<file path="src/rtl/multicycle_controller.sv">
// multicycle_controller: sequencing FSM for the 8-bit-memory multicycle
// accumulator processor. It fetches two-byte instructions into the IR,
// decodes the opcode and strobes the datapath. Every memory access is
// guarded by a watchdog that stops the core if the access is never acknowledged.
//
//   state   | meaning
//   --------+-------------------------------------------------------------
//   FETCH_L | request IR high byte at PC
//   DECODE  | opcode valid; one-byte register ops execute here
//   FETCH_R | request IR low byte at PC (two-byte ops only)
//   EXEC    | JMP/JZ program-counter load, single cycle
//   MEM     | data access at IR addr field (LDA/STA/ADDM)
//   HALT    | stopped by HLT until reset
//   ERROR   | stopped by watchdog timeout until reset
module multicycle_controller #(
  parameter int unsigned TIMEOUT = 15,
  parameter int unsigned TW      = 8
) (
  input  logic       clk,
  input  logic       rst,
  input  logic [3:0] opcode,
  input  logic       zero,
  input  logic       mem_ack,
  output logic       mem_req,
  output logic       mem_we,
  output logic       addr_sel,
  output logic       ir_ldL,
  output logic       ir_ldR,
  output logic       pc_inc,
  output logic       pc_ld,
  output logic       acc_we,
  output logic       acc_wsel,
  output logic [1:0] alu_op,
  output logic       flag_ld,
  output logic       halted,
  output logic       bus_err
);

  typedef enum logic [2:0] {
    S_FETCH_L,
    S_DECODE,
    S_FETCH_R,
    S_EXEC,
    S_MEM,
    S_HALT,
    S_ERROR
  } state_t;

  localparam logic [3:0] OP_LDA  = 4'h0;
  localparam logic [3:0] OP_STA  = 4'h1;
  localparam logic [3:0] OP_JMP  = 4'h2;
  localparam logic [3:0] OP_JZ   = 4'h3;
  localparam logic [3:0] OP_ADDM = 4'h4;
  localparam logic [3:0] OP_MOV  = 4'hB;
  localparam logic [3:0] OP_HLT  = 4'hF;

  // The watchdog holds the number of earlier unacknowledged request cycles,
  // so the current cycle is the TIMEOUT-th one when it equals TIMEOUT-1.
  localparam logic [TW-1:0] WD_LAST = TW'(TIMEOUT - 1);

  state_t        state_q, state_d;
  logic [TW-1:0] wdog_q, wdog_d;
  logic          req_state;
  logic          stall;
  logic          wd_expire;

  assign req_state = (state_q == S_FETCH_L) || (state_q == S_FETCH_R) || (state_q == S_MEM);
  assign stall     = req_state && !mem_ack;
  // An ack in the final allowed cycle wins because stall requires !mem_ack.
  assign wd_expire = stall && (wdog_q == WD_LAST);

  // State and watchdog registers with synchronous reset.
  always_ff @(posedge clk) begin
    if (rst) begin
      state_q <= S_FETCH_L;
      wdog_q  <= '0;
    end else begin
      state_q <= state_d;
      wdog_q  <= wdog_d;
    end
  end

  // Next state: advance on ack, stay while stalled, trap on watchdog expiry.
  always_comb begin
    state_d = state_q;
    wdog_d  = '0;
    if (wd_expire) begin
      state_d = S_ERROR;
    end else if (stall) begin
      wdog_d = wdog_q + 1'b1;
    end else begin
      case (state_q)
        S_FETCH_L: state_d = S_DECODE;
        S_DECODE: begin
          if (!opcode[3])           state_d = S_FETCH_R;
          else if (opcode == OP_HLT) state_d = S_HALT;
          else                      state_d = S_FETCH_L;
        end
        S_FETCH_R: begin
          case (opcode)
            OP_JMP, OP_JZ:          state_d = S_EXEC;
            OP_LDA, OP_STA, OP_ADDM: state_d = S_MEM;
            default:                state_d = S_FETCH_L;
          endcase
        end
        S_EXEC:  state_d = S_FETCH_L;
        S_MEM:   state_d = S_FETCH_L;
        default: state_d = state_q;
      endcase
    end
  end

  // Output decode from state; load strobes are qualified by the ack and
  // everything is forced low while reset is asserted.
  always_comb begin
    mem_req  = 1'b0;
    mem_we   = 1'b0;
    addr_sel = 1'b0;
    ir_ldL   = 1'b0;
    ir_ldR   = 1'b0;
    pc_inc   = 1'b0;
    pc_ld    = 1'b0;
    acc_we   = 1'b0;
    acc_wsel = 1'b0;
    alu_op   = 2'b00;
    flag_ld  = 1'b0;
    halted   = 1'b0;
    bus_err  = 1'b0;
    if (!rst) begin
      case (state_q)
        S_FETCH_L: begin
          mem_req = 1'b1;
          ir_ldL  = mem_ack;
          pc_inc  = mem_ack;
        end
        S_FETCH_R: begin
          mem_req = 1'b1;
          ir_ldR  = mem_ack;
          pc_inc  = mem_ack;
        end
        S_DECODE: begin
          if (opcode[3] && (opcode[2] == 1'b0)) begin
            acc_we  = 1'b1;
            flag_ld = 1'b1;
            alu_op  = (opcode == OP_MOV) ? 2'b11 : opcode[1:0];
          end
        end
        S_EXEC: begin
          pc_ld = (opcode == OP_JMP) || ((opcode == OP_JZ) && zero);
        end
        S_MEM: begin
          mem_req  = 1'b1;
          addr_sel = 1'b1;
          mem_we   = (opcode == OP_STA);
          if (mem_ack && (opcode == OP_LDA)) begin
            acc_we   = 1'b1;
            acc_wsel = 1'b1;
            flag_ld  = 1'b1;
          end
          if (mem_ack && (opcode == OP_ADDM)) begin
            acc_we  = 1'b1;
            flag_ld = 1'b1;
          end
        end
        S_HALT:  halted  = 1'b1;
        S_ERROR: bus_err = 1'b1;
        default: ;
      endcase
    end
  end

endmodule

</file>
<file path="config.mk">
export PLATFORM = sky130hd
export DESIGN_NAME = multicycle_controller
export DESIGN_NICKNAME = d
export VERILOG_FILES = /design/src/rtl/multicycle_controller.sv
export SDC_FILE = /design/constraint.sdc
export NUM_CORES = 1
export LEC_CHECK = 0
export CORE_MARGIN = 4
export CORE_UTILIZATION = 40
export CTS_CLUSTER_SIZE = 20
export DETAILED_ROUTE_END_ITERATION = 8
export PLACE_DENSITY = 0.72
export SETUP_SLACK_MARGIN = 0.4
export SYNTH_ARGS = -nofsm -noshare
export SYNTH_HDL_FRONTEND = slang
export SYNTH_SLANG_ARGS = --single-unit
</file>
<file path="constraint.sdc">
create_clock -name clk -period 1.6 [get_ports clk]
set_input_delay 0.32 -clock clk [delete_from_list [all_inputs] [get_ports clk]]
set_output_delay 0.32 -clock clk [all_outputs]
set_load 0.005 [all_outputs]
</file>
# Word level (Yosys, flattened, before mapping)
# Cells that the tools add are included.
[op_classes] addsub=1 n_eq_ne=14 muxes=35 bitwise=2 n_reduce_logical=23
[ops] operator="1-bit two-way mux" count=24
[ops] operator="3-bit two-way mux" count=4
[ops] operator="3-bit case mux with 4 select lines" count=1
[ops] operator="3-bit equality test (second input constant)" count=3
[ops] operator="3-bit OR reduction" count=3
[ops] operator="8-bit by 1-bit adder with 8-bit output (second input constant)" count=1
[ops] operator="4-bit by 2-bit equality test with 1-bit output (second input constant)" count=2
[ops] operator="4-bit equality test (second input constant)" count=2
[ops] operator="8-bit by 4-bit equality test with 1-bit output (second input constant)" count=1
[ops] operator="2-bit two-way mux" count=4
[ops] operator="2-bit OR reduction" count=4
[ops] operator="3-bit by 2-bit equality test with 1-bit output (second input constant)" count=2
[ops] operator="1-bit logical AND" count=6
[ops] operator="3-bit case mux with 2 select lines" count=1
[ops] operator="5-bit nonzero test" count=1
[ops] operator="4-bit by 1-bit equality test with 1-bit output (second input constant)" count=1
[ops] operator="4-bit by 3-bit equality test with 1-bit output (second input constant)" count=1
[ops] operator="4-bit zero test" count=1
[ops] operator="2-bit AND reduction" count=2
[ops] operator="4-bit nonzero test" count=1
[ops] operator="3-bit by 1-bit equality test with 1-bit output (second input constant)" count=1
[ops] operator="3-bit zero test" count=1
[ops] operator="1-bit logical OR" count=3
[ops] operator="2-bit by 1-bit inequality test with 1-bit output (second input constant)" count=1
[ops] operator="3 further kinds" count=4
[word_totals] regBits=11 inputBits=8 out_inout_bits=14 elab_cells=78

# Logic depth before layout (Yosys ltp)
# Gate-level depths: netlist of run 1.
[logic_depth] word_depth=7 mapped_depth=5 ltp_nobuf=5

# Worst setup path after synthesis of run 1
# Ideal clock, no wire load.
[synth_timing] path_type="input to output" startpoint="input port opcode[3]" endpoint="output port flag_ld" arrival_time_ns=1.456 t_required_ns=1.280 slack_ns=-0.176 path_stages=4 path_buffers=1 path_cell_list="or3_1 > or2_2 > o31ai_1 > buf_4"
[synth_via] elab_chain_len=6 elab_cells_between_ends=10 cone_classes="eq/ne (1); mux (5); reduce/logical (4)"
[synth_lines] item="start, declared" line="21" rtl="input logic [3:0] opcode,"
[synth_lines] item="4-bit zero test" line="155" rtl="if (mem_ack && (opcode == OP_LDA)) begin"
[synth_lines] item="1-bit logical AND" line="155"
[synth_lines] item="1-bit two-way mux (2 in a row)"
[synth_lines] item="1-bit case mux with 2 select lines *"
[synth_lines] item="1-bit two-way mux *"
[synth_lines] item="end, declared" line="34" rtl="output logic flag_ld,"
# Every way passes the cells marked *; elsewhere a longest branch is shown, timed or not.

# Final worst setup path of run 1
[layout_timing] startpoint="input port opcode[1]" endpoint="output port acc_wsel"
[layout_via] elab_chain_len=5
[layout_lines] item="4-bit zero test" line="155"
[layout_lines] item="1-bit logical AND" line="155"
[layout_lines] item="1-bit two-way mux" line="155"
[layout_lines] item="1-bit two-way mux" line="130" rtl="case (state_q)"
[layout_lines] item="1-bit two-way mux" line="129" rtl="if (!rst) begin"
[layout_lines] item="end, declared" line="32" rtl="output logic acc_wsel,"
# No other way between the ends.

==> impl_results.html, run 1 <==
<table>
<tr><th>Metric</th><th>Value</th></tr>
<tr><th colspan="2">Pwr</th></tr>
<tr><td>Peak supply drop</td><td>0.000387 V</td></tr>
<tr><td>Static power due to leakage</td><td>0.527 nW</td></tr>
<tr><td>PwrDens</td><td>about 550 mW/mm^2</td></tr>
<tr><td>Post-layout power</td><td>around 0.00073 W</td></tr>
<tr><th colspan="2">Yosys</th></tr>
<tr><td>Main area contributors after synthesis</td><td>sky130_fd_sc_hd__dfxtp_1, sky130_fd_sc_hd__nor2_1, sky130_fd_sc_hd__and2_1</td></tr>
<tr><td>Area share of xor/xnor cells in the synthesized design</td><td>0.0366</td></tr>
<tr><td>Cell area after synthesis</td><td>718 sq um</td></tr>
<tr><td>Per-instance average area after synthesis</td><td>just under 8 sq um</td></tr>
<tr><td>Synthesized-area fraction occupied by ao, oa, aoi and oai cells</td><td>0.159</td></tr>
<tr><td>Synthesized net count</td><td>103</td></tr>
<tr><td>Sequential share of the synthesized area</td><td>0.307</td></tr>
<tr><td>Gate count after technology mapping</td><td>between 90 and 100</td></tr>
<tr><td>Top cell type by total area after synthesis</td><td>sky130_fd_sc_hd__dfxtp_1</td></tr>
<tr><td>Post-Synth Adder-Cell Area</td><td>0.0348</td></tr>
<tr><td>Yosys Warn Count</td><td>0</td></tr>
<tr><td>Basic-gate share of the synthesized area counting and, or, nand and nor cells</td><td>0.394</td></tr>
<tr><td>Dominant combinational cell family by area after synthesis</td><td>simple AND/OR/NAND/NOR gates</td></tr>
<tr><td>Multiplexer fraction of the synthesized cell area</td><td>0.0139</td></tr>
<tr><td>Distinct cells, synth</td><td>33</td></tr>
<tr><td>Flops &amp; latches, synth</td><td>11</td></tr>
<tr><td>Area fraction of the dominant cell type after synthesis</td><td>0.307</td></tr>
<tr><th colspan="2">Critical path</th></tr>
<tr><td>Crit path required time</td><td>approximately 1.3 ns</td></tr>
<tr><td>Highest fanout seen on the critical path</td><td>3</td></tr>
<tr><td>Combined buffer and inverter count along the critical path</td><td>2</td></tr>
<tr><td>Number of stages on the worst setup path</td><td>5</td></tr>
<tr><td>Cell class contributing the biggest share of worst-path delay</td><td>simple AND/OR/NAND/NOR gates</td></tr>
<tr><td>Endpoint type of the worst setup path</td><td>output pin</td></tr>
<tr><td>Worst Path Class, Setup</td><td>in2out</td></tr>
<tr><td>Depth of the worst register-to-register path</td><td>8</td></tr>
<tr><td>Kind of start point of the critical path</td><td>primary input</td></tr>
<tr><td>Peak per-stage delay on the critical path</td><td>0.37 ns</td></tr>
<tr><td>Data arrival time of the critical path</td><td>around 1.5 ns</td></tr>
<tr><td>Worst path cell trace</td><td>dlygate4sd2_1 -&gt; or3_4 -&gt; or2_4 -&gt; nor4_4 -&gt; buf_2</td></tr>
<tr><td>Crit-path slowest cell</td><td>sky130_fd_sc_hd__or3_4</td></tr>
<tr><th colspan="2">Cells and area</th></tr>
<tr><td>Most common library cell in the layout ignoring fill and taps</td><td>sky130_fd_sc_hd__buf_4</td></tr>
<tr><td>Share of final-layout standard cells stronger than drive strength 1</td><td>0.574</td></tr>
<tr><td>Finished Layout Cells</td><td>about 170</td></tr>
<tr><td>P&amp;R area growth vs syn</td><td>82.2%</td></tr>
<tr><td>Number of filler cells placed in the layout</td><td>around 120</td></tr>
<tr><td>Antenna cell count</td><td>0</td></tr>
<tr><td>Number of nets in the layout</td><td>152</td></tr>
<tr><td>Area of the multi-input gates</td><td>606 sq um</td></tr>
<tr><td>Post-Route Utilization</td><td>0.766</td></tr>
<tr><td>Top library cells by usage in the layout, fill and taps aside</td><td>sky130_fd_sc_hd__buf_4, sky130_fd_sc_hd__buf_6, sky130_fd_sc_hd__buf_2, sky130_fd_sc_hd__dfxtp_1</td></tr>
<tr><td>Register cell area after layout</td><td>229 sq um</td></tr>
<tr><th colspan="2">Floorplanning</th></tr>
<tr><td>Die height</td><td>between 50 and 60 um</td></tr>
<tr><td>Initial core utilization</td><td>0.421</td></tr>
<tr><td>DIE WIDTH</td><td>50.4 um</td></tr>
<tr><td>Count of pins on the block boundary</td><td>22</td></tr>
<tr><td>Floorplan core area</td><td>around 0.0017 sq mm</td></tr>
<tr><td>Die Footprint</td><td>between 0.002 and 0.003 sq mm</td></tr>
<tr><td>Row Count</td><td>15</td></tr>
<tr><th colspan="2">STA</th></tr>
<tr><td>Smallest hold slack</td><td>~0.51 ns</td></tr>
<tr><td>Final Hold Viols</td><td>0</td></tr>
<tr><td>Total Negative Setup Slacks</td><td>-2.09 ns</td></tr>
<tr><td>Final worst path period need</td><td>1.86 ns</td></tr>
<tr><td>Post-route clock skew</td><td>about 0.0016 ns</td></tr>
<tr><td>Setup-violating endpoint count in the final report</td><td>16</td></tr>
<tr><td>Min setup slack post-route</td><td>-0.262 ns</td></tr>
<tr><td>Number of max-slew violations in the final report</td><td>0</td></tr>
<tr><td>Top achievable clock speed</td><td>0.537 GHz</td></tr>
<tr><td>Slew @ Worst Pin</td><td>between 0.2 and 0.3 ns</td></tr>
<tr><td>RSZ-0062 raised after global routing</td><td>yes</td></tr>
<tr><td>Slew margin rel.</td><td>0.798</td></tr>
<tr><td>Final worst path period share</td><td>1.16</td></tr>
<tr><th colspan="2">Routing</th></tr>
<tr><td>Routed Antenna Nets</td><td>0</td></tr>
<tr><td>Via total after detailed routing</td><td>between 800 and 900</td></tr>
<tr><td>Wire length per cell</td><td>between 10 and 15 um</td></tr>
<tr><td>Wire length after detailed routing</td><td>2230 um</td></tr>
<tr><td>Post-Route M1 WL</td><td>900 um</td></tr>
<tr><td>Met2 WL</td><td>~1200 um</td></tr>
<tr><td>Drt initial violations</td><td>15</td></tr>
<tr><td>Remaining design rule violation count</td><td>0</td></tr>
<tr><td>Highest Signal Layer</td><td>met4</td></tr>
<tr><td>Met3 layer wire length in the routed design</td><td>104 um</td></tr>
<tr><td>DRT Pass-1 Iters</td><td>4</td></tr>
<tr><td>Post-detailed-route via-to-cell ratio</td><td>just over 5</td></tr>
<tr><th colspan="2">CTS</th></tr>
<tr><td>Master cell of the clock root buffer</td><td>sky130_fd_sc_hd__clkbuf_4</td></tr>
<tr><td>CTS buffer count</td><td>3</td></tr>
<tr><td>Count of clock tree sinks</td><td>11</td></tr>
<tr><td>Buffer depth of the longest clock path</td><td>2</td></tr>
<tr><td>Clock latency of the later-clocked register in the worst-skew pair</td><td>about 0.28 ns</td></tr>
<tr><td>H-tree depth</td><td>1</td></tr>
<tr><td>CTS tree</td><td>built</td></tr>
<tr><td>Clock slew at reported path FFs</td><td>0.07 ns</td></tr>
<tr><th colspan="2">Run</th></tr>
<tr><td>Total of max-cap violations</td><td>0</td></tr>
<tr><th colspan="2">Global route</th></tr>
<tr><td>Overall global routing resource usage</td><td>0.192</td></tr>
<tr><td>First-pass GRT wire length</td><td>3710 um</td></tr>
<tr><td>Via count of the first global-routing pass</td><td>between 800 and 900</td></tr>
<tr><td>Largest net degree at the start of global routing</td><td>10</td></tr>
<tr><td>Initial antenna violation count</td><td>0</td></tr>
<tr><td>Global route total overflow</td><td>0</td></tr>
<tr><th colspan="2">Status</th></tr>
<tr><td>Failing checks</td><td>negative setup slack</td></tr>
<tr><td>Outcome</td><td>finished with violations</td></tr>
<tr><th colspan="2">Hold path</th></tr>
<tr><td>Path category of the worst min-delay check</td><td>reg2reg</td></tr>
<tr><td>Min-Delay Path Depth</td><td>2</td></tr>
<tr><th colspan="2">Placed design</th></tr>
<tr><td>Total of buffers placed on input and output ports</td><td>21</td></tr>
<tr><td>Final estimated routing congestion in global placement</td><td>0.873</td></tr>
<tr><td>Placed Cells</td><td>approximately 150</td></tr>
<tr><td>Detailed placement HPWL</td><td>roughly 1500 um</td></tr>
</table>
-- sequential cells by signal (all words and copies together), names as in the netlist --
| signal | flops |
|---|---|
| state_q | 3 |
| wdog_q | 8 |
-- worst register-to-register path: cells and delay by family, from the launching register on --
kind	cells	cell delay, ns
flops	1	0.33
buf+inv	5	0.61
compound gates	2	0.38
simple gates	1	0.25
-- per-stage QoR --
step,instance area [sq um],setup WS (ns)
2_1_floorplan,753,0.0274
3_3_place_gp,1100,-0.849
3_5_place_dp,1100,-0.869
4_1_cts,1200,-0.404
5_1_grt,1310,-0.312
6_report,1310,-0.262
-- layer usage --
metal,up-vias,global-route usage
met2,18,0.352
met1,398,0.196
li1,432,-
met5,-,0
met3,7,0.0415
met4,0,0.112
-- cell families after synthesis --
logic type / after synthesis
DFF: 11
adders and majority gates: 2
AOI/OAI and AO/OA: 16
and+or+nand+nor: 51
buffers and inverters: 9
xor gates and xnor gates: 3
muxes: 1
-- cells in the mapped netlist --
library cell,n
sky130_fd_sc_hd__dfxtp_1,11
sky130_fd_sc_hd__nor2_1,10
sky130_fd_sc_hd__and2_1,5
sky130_fd_sc_hd__nand2_1,5
sky130_fd_sc_hd__nand3_1,5
sky130_fd_sc_hd__or3_1,5
sky130_fd_sc_hd__a21oi_1,4
sky130_fd_sc_hd__inv_1,4
sky130_fd_sc_hd__o21ai_0,4
sky130_fd_sc_hd__nand4_1,3
sky130_fd_sc_hd__nor2b_1,3
sky130_fd_sc_hd__nor4_1,3
sky130_fd_sc_hd__or2_2,3
sky130_fd_sc_hd__buf_2,2
sky130_fd_sc_hd__clkbuf_1,2
sky130_fd_sc_hd__ha_1,2
sky130_fd_sc_hd__nand2b_1,2
sky130_fd_sc_hd__nor3_1,2
sky130_fd_sc_hd__nor3b_1,2
sky130_fd_sc_hd__o211ai_1,2
sky130_fd_sc_hd__xor2_1,2
sky130_fd_sc_hd__a211oi_1,1
sky130_fd_sc_hd__a211oi_2,1
sky130_fd_sc_hd__a221oi_2,1
sky130_fd_sc_hd__a31oi_1,1
sky130_fd_sc_hd__and3_1,1
sky130_fd_sc_hd__buf_4,1
sky130_fd_sc_hd__mux2i_1,1
sky130_fd_sc_hd__nand4b_1,1
sky130_fd_sc_hd__o311a_1,1
sky130_fd_sc_hd__o31ai_1,1
sky130_fd_sc_hd__or3_4,1
sky130_fd_sc_hd__xnor2_1,1
-- final cells by class --
class                      instances  share of cell area
timing repair buffer              49               0.307
inverter                           4              0.0115
tap                               25              0.0239
sequential                        11               0.175
multi-input combinational         73               0.463
clock buffer                       4              0.0201
-- final timing paths --
kind,slack [ns],end,start
worst min register to register,0.51,wdog_q[7]$_SDFF_PP0_,wdog_q[7]$_SDFF_PP0_
worst max-delay path,-0.26,acc_wsel,opcode[1]
worst min-delay path,0.51,wdog_q[7]$_SDFF_PP0_,wdog_q[7]$_SDFF_PP0_
worst max register to register,-0.06,state_q[2]$_SDFFE_PP0P_,state_q[0]$_SDFFE_PP0P_
-- power by group --
group          leakage, nW  total, W  internal, W  switching (W)
combinational        0.420  0.000238     0.000136       0.000102
sequential          0.0918  0.000293     0.000283      0.0000102
clock               0.0150  0.000194    0.0000969      0.0000976
total                0.527  0.000725     0.000515       0.000210
-- repair_timing --
action,4_1_cts,5_1_grt
cloned,0,0
endpoints found under the hold margin,0,0
hold buffers,0,0
setup endpoints to repair,25,25
pin swaps,11,13
buffers inserted,5,5
resized for setup,84,23
Power figures use the tool's default switching activity.
==> run 2: changes to the inputs <==
--- a/config.mk
+++ b/config.mk
@@ -9,6 +9,7 @@
 export CORE_UTILIZATION = 40
 export CTS_CLUSTER_SIZE = 20
 export DETAILED_ROUTE_END_ITERATION = 8
+export MAX_ROUTING_LAYER = met4
 export PLACE_DENSITY = 0.72
 export SETUP_SLACK_MARGIN = 0.4
 export SYNTH_ARGS = -nofsm -noshare
==> impl_results.html, run 2 (synthesis gave the netlist of run 1 again) <==
<table>
<tr><th>Metric</th><th>Value</th></tr>
<tr><th colspan="2">Status</th></tr>
<tr><td>Failing checks</td><td>negative setup slack</td></tr>
<tr><td>Outcome</td><td>finished with violations</td></tr>
<tr><th colspan="2">Routing</th></tr>
<tr><td>Post-detailed-route via-to-cell ratio</td><td>5.15 (unchanged)</td></tr>
<tr><td>Remaining design rule violation count</td><td>0 (unchanged)</td></tr>
<tr><td>Wire length per cell</td><td>13.5 um (+0.40%)</td></tr>
<tr><td>DRT Pass-1 Iters</td><td>4 (unchanged)</td></tr>
<tr><td>Via total after detailed routing</td><td>855 (unchanged)</td></tr>
<tr><td>Drt initial violations</td><td>8 (-7)</td></tr>
<tr><td>Wire length after detailed routing</td><td>2240 um (+0.40%)</td></tr>
<tr><td>Routed Antenna Nets</td><td>0 (unchanged)</td></tr>
<tr><th colspan="2">Run</th></tr>
<tr><td>Total of max-cap violations</td><td>0 (unchanged)</td></tr>
<tr><th colspan="2">Pwr</th></tr>
<tr><td>Net switching power figure</td><td>0.000209 W (-0.45%)</td></tr>
<tr><td>Post-layout power</td><td>0.000725 W (-0.13%)</td></tr>
<tr><td>Peak supply drop</td><td>0.000386 V (about the same)</td></tr>
<tr><td>Switch share</td><td>0.289 (-0.000946)</td></tr>
<tr><td>Portion of total power attributed to the clock network</td><td>0.266 (-0.002)</td></tr>
<tr><td>PwrDens</td><td>554 mW/mm^2 (-0.13%)</td></tr>
<tr><td>Static power due to leakage</td><td>0.527 nW (unchanged)</td></tr>
<tr><td>Relative contribution of combinational cells to total power</td><td>0.330 (+0.002)</td></tr>
<tr><td>Part of the power in registers</td><td>0.404 (about the same)</td></tr>
<tr><td>Power Internal</td><td>0.000515 W (about the same)</td></tr>
<tr><th colspan="2">Hold path</th></tr>
<tr><td>Min-Delay Path Depth</td><td>2 (unchanged)</td></tr>
<tr><td>Path category of the worst min-delay check</td><td>reg2reg</td></tr>
<tr><th colspan="2">Floorplanning</th></tr>
<tr><td>Initial core utilization</td><td>0.421 (unchanged)</td></tr>
<tr><td>Row Count</td><td>15 (unchanged)</td></tr>
<tr><td>Die height</td><td>50.4 um (unchanged)</td></tr>
<tr><td>Floorplan core area</td><td>0.00171 sq mm (unchanged)</td></tr>
<tr><td>Count of pins on the block boundary</td><td>22 (unchanged)</td></tr>
<tr><td>Die Footprint</td><td>0.00254 sq mm (unchanged)</td></tr>
<tr><td>DIE WIDTH</td><td>50.4 um (unchanged)</td></tr>
<tr><th colspan="2">Placed design</th></tr>
<tr><td>Total of buffers placed on input and output ports</td><td>21 (unchanged)</td></tr>
<tr><td>Worst setup slack before clock tree synthesis</td><td>-0.869 ns (unchanged)</td></tr>
<tr><td>Final estimated routing congestion in global placement</td><td>0.888 (+1.6%)</td></tr>
<tr><td>Placed Cells</td><td>152 (unchanged)</td></tr>
<tr><td>Total placed instance area</td><td>0.00110 sq mm (unchanged)</td></tr>
<tr><td>Detailed placement HPWL</td><td>1540 um (unchanged)</td></tr>
<tr><th colspan="2">Critical path</th></tr>
<tr><td>Kind of start point of the critical path</td><td>primary input</td></tr>
<tr><td>Worst Path Class, Setup</td><td>in2out</td></tr>
<tr><td>Crit path required time</td><td>1.28 ns (about the same)</td></tr>
<tr><td>Highest fanout seen on the critical path</td><td>3 (unchanged)</td></tr>
<tr><td>Depth of the worst register-to-register path</td><td>8 (unchanged)</td></tr>
<tr><td>Data arrival time of the critical path</td><td>1.54 ns (about the same)</td></tr>
<tr><td>Endpoint type of the worst setup path</td><td>output pin</td></tr>
<tr><th colspan="2">CTS</th></tr>
<tr><td>Buffer depth of the longest clock path</td><td>2 (unchanged)</td></tr>
<tr><td>Count of clock tree sinks</td><td>11 (unchanged)</td></tr>
<tr><td>Clock slew at reported path FFs</td><td>0.07 ns (about the same)</td></tr>
<tr><td>CTS tree</td><td>built</td></tr>
<tr><td># hold bufs at CTS</td><td>0 (unchanged)</td></tr>
<tr><td>Master cell of the clock root buffer</td><td>sky130_fd_sc_hd__clkbuf_4</td></tr>
<tr><td>CTS buffer count</td><td>3 (unchanged)</td></tr>
<tr><td>Clock latency of the later-clocked register in the worst-skew pair</td><td>0.28 ns (about the same)</td></tr>
<tr><td>H-tree depth</td><td>1 (unchanged)</td></tr>
<tr><th colspan="2">STA</th></tr>
<tr><td>RSZ-0062 raised after global routing</td><td>yes</td></tr>
<tr><td>Setup-violating endpoint count in the final report</td><td>16 (unchanged)</td></tr>
<tr><td>Slew margin rel.</td><td>0.798 (about the same)</td></tr>
<tr><td>Final worst path period share</td><td>1.17 (+0.00193)</td></tr>
<tr><td>Min setup slack post-route</td><td>-0.265 ns (-0.00309 ns)</td></tr>
<tr><td>Final Hold Viols</td><td>0 (unchanged)</td></tr>
<tr><td>Slew @ Worst Pin</td><td>0.300 ns (-0.00000143 ns)</td></tr>
<tr><td>Top achievable clock speed</td><td>0.536 GHz (-0.17%)</td></tr>
<tr><td>Post-route clock skew</td><td>0.00150 ns (-0.000140 ns)</td></tr>
<tr><td>Final worst path period need</td><td>1.86 ns (+0.00309 ns)</td></tr>
<tr><td>Number of max-slew violations in the final report</td><td>0 (unchanged)</td></tr>
<tr><th colspan="2">Global route</th></tr>
<tr><td>Largest net degree at the start of global routing</td><td>10 (unchanged)</td></tr>
<tr><td>First-pass GRT wire length</td><td>3710 um (unchanged)</td></tr>
<tr><td>Initial antenna violation count</td><td>0 (unchanged)</td></tr>
<tr><td>Via count of the first global-routing pass</td><td>842 (+0.12%)</td></tr>
<tr><td>Global route total overflow</td><td>0 (unchanged)</td></tr>
<tr><td>Overall global routing resource usage</td><td>0.197 (+0.00512)</td></tr>
<tr><th colspan="2">Cells and area</th></tr>
<tr><td>Most common library cell in the layout ignoring fill and taps</td><td>sky130_fd_sc_hd__buf_4</td></tr>
<tr><td>Max reg flops</td><td>8 (unchanged)</td></tr>
<tr><td>Non-Filler Cell Area, Final</td><td>0.00131 sq mm (unchanged)</td></tr>
<tr><td>P&amp;R area growth vs syn</td><td>82.2% (unchanged)</td></tr>
<tr><td>Share of final-layout standard cells stronger than drive strength 1</td><td>0.574 (unchanged)</td></tr>
<tr><td>Finished Layout Cells</td><td>166 (unchanged)</td></tr>
<tr><td>Number of nets in the layout</td><td>152 (unchanged)</td></tr>
<tr><td>Antenna cell count</td><td>0 (unchanged)</td></tr>
<tr><td>Registers with the highest flip-flop counts</td><td>wdog_q: 8 flops, state_q: 3 flops</td></tr>
<tr><td>Register containing the most flip-flops in the final layout</td><td>wdog_q</td></tr>
<tr><td>Top library cells by usage in the layout, fill and taps aside</td><td>sky130_fd_sc_hd__buf_4, sky130_fd_sc_hd__buf_6, sky130_fd_sc_hd__buf_2, sky130_fd_sc_hd__dfxtp_1</td></tr>
</table>
## run 2: per-layer routing
metal | routed length (um) | track usage | vias up
met3 | 100 | 0.0415 | 7
met1 | 906 | 0.196 | 401
met5 | 0 | - | -
met2 | 1170 | 0.352 | 16
li1 | - | - | 431
met4 | 58 | 0.112 | 0
## run 2: timing repair
item,CTS,global route
gates resized for setup,84,23
endpoints found under the setup margin,25,25
hold endpoints to repair,0,0
pin swaps,11,13
buffers inserted,5,5
## run 2: power by group through the flow
stage                     combinational [W]  clock (W)  sequential, W
after CTS                          0.000201   0.000207       0.000291
after global routing               0.000255   0.000212       0.000294
after global placement             0.000165          0       0.000295
after detailed placement           0.000167          0       0.000295
final                              0.000239   0.000193       0.000292
after floorplan                   0.0000781          0       0.000293
## run 2: final timing paths
path | startpoint | to | slack (ns)
worst max-delay path | opcode[1] | acc_wsel | -0.26
worst min-delay path | wdog_q[7]$_SDFF_PP0_ | wdog_q[7]$_SDFF_PP0_ | 0.51
worst max register to register | state_q[0]$_SDFFE_PP0P_ | state_q[2]$_SDFFE_PP0P_ | -0.06
worst min register to register | wdog_q[7]$_SDFF_PP0_ | wdog_q[7]$_SDFF_PP0_ | 0.51
## run 2: cell type report
type,count,area (sq um)
repair buffers,49,402
well taps,25,31.3
multi-input cells,73,606
flip-flops and latches,11,229
fillers,121,399
clock buffers,4,26.3
inverters,4,15.0
## run 2: stage by stage
step | TNS, ns | util | hold slack, ns
final | -2.08 | 0.766 | 0.508
after global routing | -3.17 | 0.766 | 0.523
after CTS | -2.30 | 0.705 | 0.502
after detailed placement | -10.69 | 0.642 | 0.481
after global placement | -10.50 | 0.642 | 0.461
after floorplan | 0 | - | 0.453
## run 2: critical path, stage by stage
cell	delay (ns)
sky130_fd_sc_hd__dlygate4sd2_1	0.24
sky130_fd_sc_hd__or3_4	0.37
sky130_fd_sc_hd__or2_4	0.27
sky130_fd_sc_hd__nor4_4	0.20
sky130_fd_sc_hd__buf_2	0.15
